### config.mk
export PLATFORM = sky130hd
export DESIGN_NAME = riscv_str_unleet
export DESIGN_NICKNAME = d
export VERILOG_FILES = /design/src/rtl/riscv_str_unleet.sv
export SDC_FILE = /design/constraint.sdc
export NUM_CORES = 1
export LEC_CHECK = 0
export CAP_MARGIN = 40
export CORE_MARGIN = 8
export CORE_UTILIZATION = 42
export CTS_CLUSTER_DIAMETER = 60
export DETAILED_ROUTE_END_ITERATION = 6
export PLACE_DENSITY = 0.69
export SETUP_SLACK_MARGIN = 0.15
export SKIP_CTS_REPAIR_TIMING = 1
export SLEW_MARGIN = 0
export SYNTH_ARGS = -nofsm -noshare
export SYNTH_HDL_FRONTEND = slang
export SYNTH_SLANG_ARGS = --single-unit
### constraint.sdc
create_clock -name clk -period 2.9 [get_ports clk]
set_input_delay 0.435 -clock clk [delete_from_list [all_inputs] [get_ports clk]]
set_output_delay 0.435 -clock clk [all_outputs]
set_load 0.01 [all_outputs]
### src/rtl/riscv_str_unleet.sv
// -----------------------------------------------------------------------------
// riscv_str_unleet
//
// Multicycle EX-stage string-op unit that turns leet speak back into plain
// lower-case ASCII. This is the inverse of the STR_OP_LEET encode operation.
// It works on the four bytes of a 32-bit register operand, with byte 0 taken
// from operand_i[7:0]. BYTES_PER_CYCLE bytes are decoded per DECODE cycle.
//
// The unit sits beside riscv_str_ops in EX. It uses the same
// enable/ready/ex_ready handshake as the other multicycle EX units.
//
// Ports
//   clk         in   1             core clock, rising edge
//   rst         in   1             synchronous reset, active-high
//   enable_i    in   1             op request from ID/EX
//   operator_i  in   STR_OP_WIDTH  string-op selector (only STR_OP_UNLEET used)
//   operand_i   in   32            source register value
//   result_o    out  32            decoded word, non-zero only in FINISH
//   ready_o     out  1             1 = can accept / result ready, 0 = stall EX
//   ex_ready_i  in   1             EX stage consumes the result
//
// Byte decode rules ('4'->'a', '3'->'e', '1'->'l', '0'->'o', '5'->'s',
// '7'->'t', 'A'..'Z' -> lower case; everything else unchanged) live in
// unleet_byte().
// -----------------------------------------------------------------------------
module riscv_str_unleet #(
  parameter int unsigned              BYTES_PER_CYCLE = 1,
  parameter int unsigned              STR_OP_WIDTH    = 4,
  parameter logic [STR_OP_WIDTH-1:0]  STR_OP_UNLEET   = STR_OP_WIDTH'(9)
) (
  input  logic                    clk,
  input  logic                    rst,
  input  logic                    enable_i,
  input  logic [STR_OP_WIDTH-1:0] operator_i,
  input  logic [31:0]             operand_i,
  output logic [31:0]             result_o,
  output logic                    ready_o,
  input  logic                    ex_ready_i
);

  // Chunk size as a 3-bit quantity so that idx + step never overflows (max 3+4=7).
  localparam logic [2:0] STEP3 = 3'(BYTES_PER_CYCLE);
  // Index increment. It truncates to 0 for BYTES_PER_CYCLE=4, but in that case
  // the single chunk is always the last one, so the index is never advanced.
  localparam logic [1:0] STEP2 = 2'(BYTES_PER_CYCLE);

  typedef enum logic [1:0] {
    ST_IDLE   = 2'd0,
    ST_DECODE = 2'd1,
    ST_FINISH = 2'd2
  } state_e;

  state_e      state_q;
  logic [1:0]  idx_q;
  logic [31:0] work_q;
  logic [31:0] result_q;

  logic [31:0] work_d;
  logic        accept_s;
  logic        last_chunk_s;

  // Decode a single byte. The rules are mutually exclusive, so the first match wins.
  function automatic logic [7:0] unleet_byte(input logic [7:0] b);
    logic [7:0] r;
    case (b)
      8'h34:   r = 8'h61;
      8'h33:   r = 8'h65;
      8'h31:   r = 8'h6C;
      8'h30:   r = 8'h6F;
      8'h35:   r = 8'h73;
      8'h37:   r = 8'h74;
      default: begin
        if ((b >= 8'h41) && (b <= 8'h5A)) begin
          r = b + 8'h20;
        end else begin
          r = b;
        end
      end
    endcase
    return r;
  endfunction

  // A new operation is taken only from IDLE. A request in FINISH is never a back-to-back accept.
  assign accept_s = (state_q == ST_IDLE) && enable_i && (operator_i == STR_OP_UNLEET);

  // The last chunk is reached when it covers byte 3. Using >= keeps idx from ever wrapping.
  assign last_chunk_s = (({1'b0, idx_q} + STEP3) >= 3'd4);

  // Work word with the current chunk (bytes idx .. idx+BYTES_PER_CYCLE-1) decoded.
  always_comb begin
    work_d = work_q;
    for (int i = 0; i < 4; i++) begin
      if ((3'(i) >= {1'b0, idx_q}) && (3'(i) < ({1'b0, idx_q} + STEP3))) begin
        work_d[8*i +: 8] = unleet_byte(work_q[8*i +: 8]);
      end else begin
        work_d[8*i +: 8] = work_q[8*i +: 8];
      end
    end
  end

  // Handshake ready. It drops in the accept cycle itself, so ID/EX stalls immediately.
  always_comb begin
    ready_o = 1'b0;
    case (state_q)
      ST_IDLE:   ready_o = ~accept_s;
      ST_DECODE: ready_o = 1'b0;
      ST_FINISH: ready_o = 1'b1;
      default:   ready_o = 1'b0;
    endcase
  end

  // The controller FSM with its work, index and registered result.
  always_ff @(posedge clk) begin
    if (rst) begin
      state_q  <= ST_IDLE;
      idx_q    <= 2'd0;
      work_q   <= 32'd0;
      result_q <= 32'd0;
    end else begin
      case (state_q)
        ST_IDLE: begin
          if (accept_s) begin
            work_q  <= operand_i;
            idx_q   <= 2'd0;
            state_q <= ST_DECODE;
          end
        end
        ST_DECODE: begin
          work_q <= work_d;
          if (last_chunk_s) begin
            idx_q    <= 2'd0;
            result_q <= work_d;
            state_q  <= ST_FINISH;
          end else begin
            idx_q <= idx_q + STEP2;
          end
        end
        ST_FINISH: begin
          // result_q is cleared on exit, so result_o reads zero outside FINISH.
          if (ex_ready_i) begin
            result_q <= 32'd0;
            state_q  <= ST_IDLE;
          end
        end
        default: begin
          state_q  <= ST_IDLE;
          idx_q    <= 2'd0;
          work_q   <= 32'd0;
          result_q <= 32'd0;
        end
      endcase
    end
  end

  assign result_o = result_q;

endmodule
==> run metrics <==
status complete, no violations; layout cells sized above 1 7.818%; Final Hold Viols 0; Clk pwr share 45.5%; global-route wire length before repair 20130 um; GRT Residual Overflow 0; DRT Pass-1 Iters 5; CTS clock-pin slew for the worst setup and hold paths 80 ps; Synth warnings 0; GP Congestion 0.9308; crit path time final 2521 ps; Layout area overhead 28.94%; H-tree Lvls 3; Netlist Area Pre-Place 0.003752 sq mm; TNS Setup 0 ps; DP Wirelength 8582 um; cell taking the most area after synthesis dfxtp_1; DRT iter0 DRCs 234; Overall Global Routing Usage 19.79%; fin crit share 86.93%; fillers 841; final wirelength 12470 um; Worst Clk Skew 5.054 ps; Crit Path Class in2out; worst path cell trace clkdlybuf4s50_1 > nand4b_1 > nor3_2 > or2_2 > inv_1 > clkdlybuf4s50_1; Initial Util 43.24%; initial antenna violation count 0; Die Wd 110.5 um; Worst path max stage delay 540 ps; CTS sink cnt 68; Synth top area share 36.28%; Post-synth EDFFs 0; crit-path leading delay family buffers and inverters; Post-synth ARST share 0%; final setup fails 0; CTS tree yes; FF-to-FF setup slack 650 ps; Buffers on Ports 72; slowest cell on the critical path clkdlybuf4s50_1; HP Start result_o[7]; Max-slew headroom 42.46%; CP max FO 5; crit end category primary output; RR Startpoint state_q[0]; unrepaired setup endpoints after global routing false; synth top area cells dfxtp_1, a21oi_1, nand2_1; antenna-violating nets left 0; synthesized area per cell 7.785 sq um; Int Pwr 0.001609 W; Worst setup startpoint operator_i[2]; Tot Pwr 0.002120 W; NumNets Final 594; die height 110.5 um; die area 0.01221 sq mm; Most Frequent Cell on Critical Path clkdlybuf4s50_1; CP required 2470 ps; Reg2Reg Depth 4; HP Class reg2reg; Hold Path Sink result_o[7]; Mapped Cells 482; Max Fclk 0.3967 GHz; DP Cell Count 642; site row count 34; CP Launch Type input port; Worst Path Buf+Inv 3; Core ar. 0.008678 sq mm; n_diodes 0; Worst Hold Path Cells 2; synth unique cells 59; reg-to-reg endpoint result_o[23]; largest net degree at the start of global routing 43; Root Driver clkbuf_8; Mapped Nets 531; peak supply drop 0.0003007 V; fin. max-slew vios 0; Main synth FF type dfxtp_1; vias in the first global route 3756; via/cell ratio 6.040; # IOs 73; switch share 24.12%; Least-Margin Pin Slew 861.9 ps; Comb pwr share 8.7%; largest buffer count on any clock path 2; Sw Pwr 0.0005113 W; worst skew pair latency 350 ps; fin cells 658; Flop pwr share 45.8%; Lkg Pwr 1.588 nW; flops & latches, synth 68; clock buffer count from CTS 9; Vias 3974; max_cap viols 0; register area share after synthesis 36.28%; Power Dens Cells 438.2 mW/mm^2; DRC 0; Arrival @ worst endpoint 2090 ps; WL per Instance 18.95 um
-- layout make-up --
class                      count  area, sq um  area share [%]
sequential                    68         1361           28.14
timing repair buffer          86        833.3           17.22
clock inverter                 7        115.1           2.379
clock buffer                   9        123.9           2.560
multi-input combinational    362         2202           45.51
inverter                      18        67.56           1.396
tap                          108        135.1           2.793
-- worst max path at each step --
stage / cells after the start / to / slack [ps]
2_1_floorplan: 6 / ready_o / 880
3_3_place_gp: 6 / ready_o / 390
3_5_place_dp: 6 / ready_o / 400
4_1_cts: 6 / ready_o / 390
5_1_grt: 6 / ready_o / 260
6_report: 6 / ready_o / 380
-- routing by layer --
layer	track usage (%)	vias up	share of wire (%)
met4	6.667	0	1.7
met1	24.45	1889	43
met3	4.708	18	7.2
met2	32.79	162	48
met5	0	-	0
li1	-	1905	-
-- registers in the layout, indices dropped and copies added (netlist names) --
register  flops
idx_q         2
result_o     32
state_q       2
work_q       32
-- metrics by stage --
step | hold WS [ps] | worst slack (ps) | cell area (sq um) | util (%)
after floorplan | 468.5 | 878.3 | 3752 | -
after global placement | 443.9 | 394.6 | 4584 | 52.83
after detailed placement | 444.7 | 397.9 | 4599 | 53.00
after CTS | 454.5 | 385.7 | 4838 | 55.75
after global routing | 476.0 | 255.7 | 4838 | 55.75
final | 451.9 | 379.2 | 4838 | 55.75
-- cells by family (layout without fill, tap and decap cells) --
family	count (synthesis)	after routing	synth area share, %
mux	9	9	2.567
fa+ha+maj	9	9	3.001
flops	68	68	36.28
simple gates	171	171	22.74
compound gates	173	173	30.14
buf+inv	52	120	5.268
-- cell usage in the layout (no fill, tap or decap), types with 12 or more instances in the layout --
master	netlist	final
dfxtp_1	68	68
o21ai_0	25	25
nand2_1	52	52
a21oi_1	58	58
nor3_1	15	14
a211oi_1	17	17
buf_4	0	13
nor2_1	40	40
inv_1	18	18
o22ai_1	12	12
nand3_1	19	19
clkdlybuf4s50_1	0	72
-- power groups by stage --
stage | logic [W] | registers (W) | clock network (W)
2_1_floorplan | 0.000102 | 0.000980 | 0
3_3_place_gp | 0.000179 | 0.000991 | 0
4_1_cts | 0.000184 | 0.000970 | 0.000973
3_5_place_dp | 0.000182 | 0.000992 | 0
5_1_grt | 0.000199 | 0.000974 | 0.00101
6_report | 0.000185 | 0.000971 | 0.000964
-- synth_stat cells (3+ instances only) --
cell       instances
mux2_2             5
a31oi_1           10
o41ai_1            3
nor3_1            15
nand2b_1           5
nor2b_1            4
nor2_1            40
ha_1               9
o31ai_1            3
o2111ai_1          3
a22oi_1            4
dfxtp_1           68
o2bb2ai_1          6
a211oi_1          17
o221ai_1           3
inv_1             18
nand4_1            5
and2_1             7
o211ai_1           4
mux2i_1            4
o211a_1            3
and3_1             4
a21o_1             3
a2bb2oi_1          5
o22ai_1           12
nand3_1           19
nand2_1           52
clkbuf_1          32
a21oi_1           58
o21ai_0           25
-- worst reg2reg max path: cells and delay by family, from the launching register on --
family           cells  cell delay, ps
flip-flops           1             880
AND/OR/NAND/NOR      3             910
AO/OA/AOI/OAI        1             370
(Power assumes the default switching activity.)
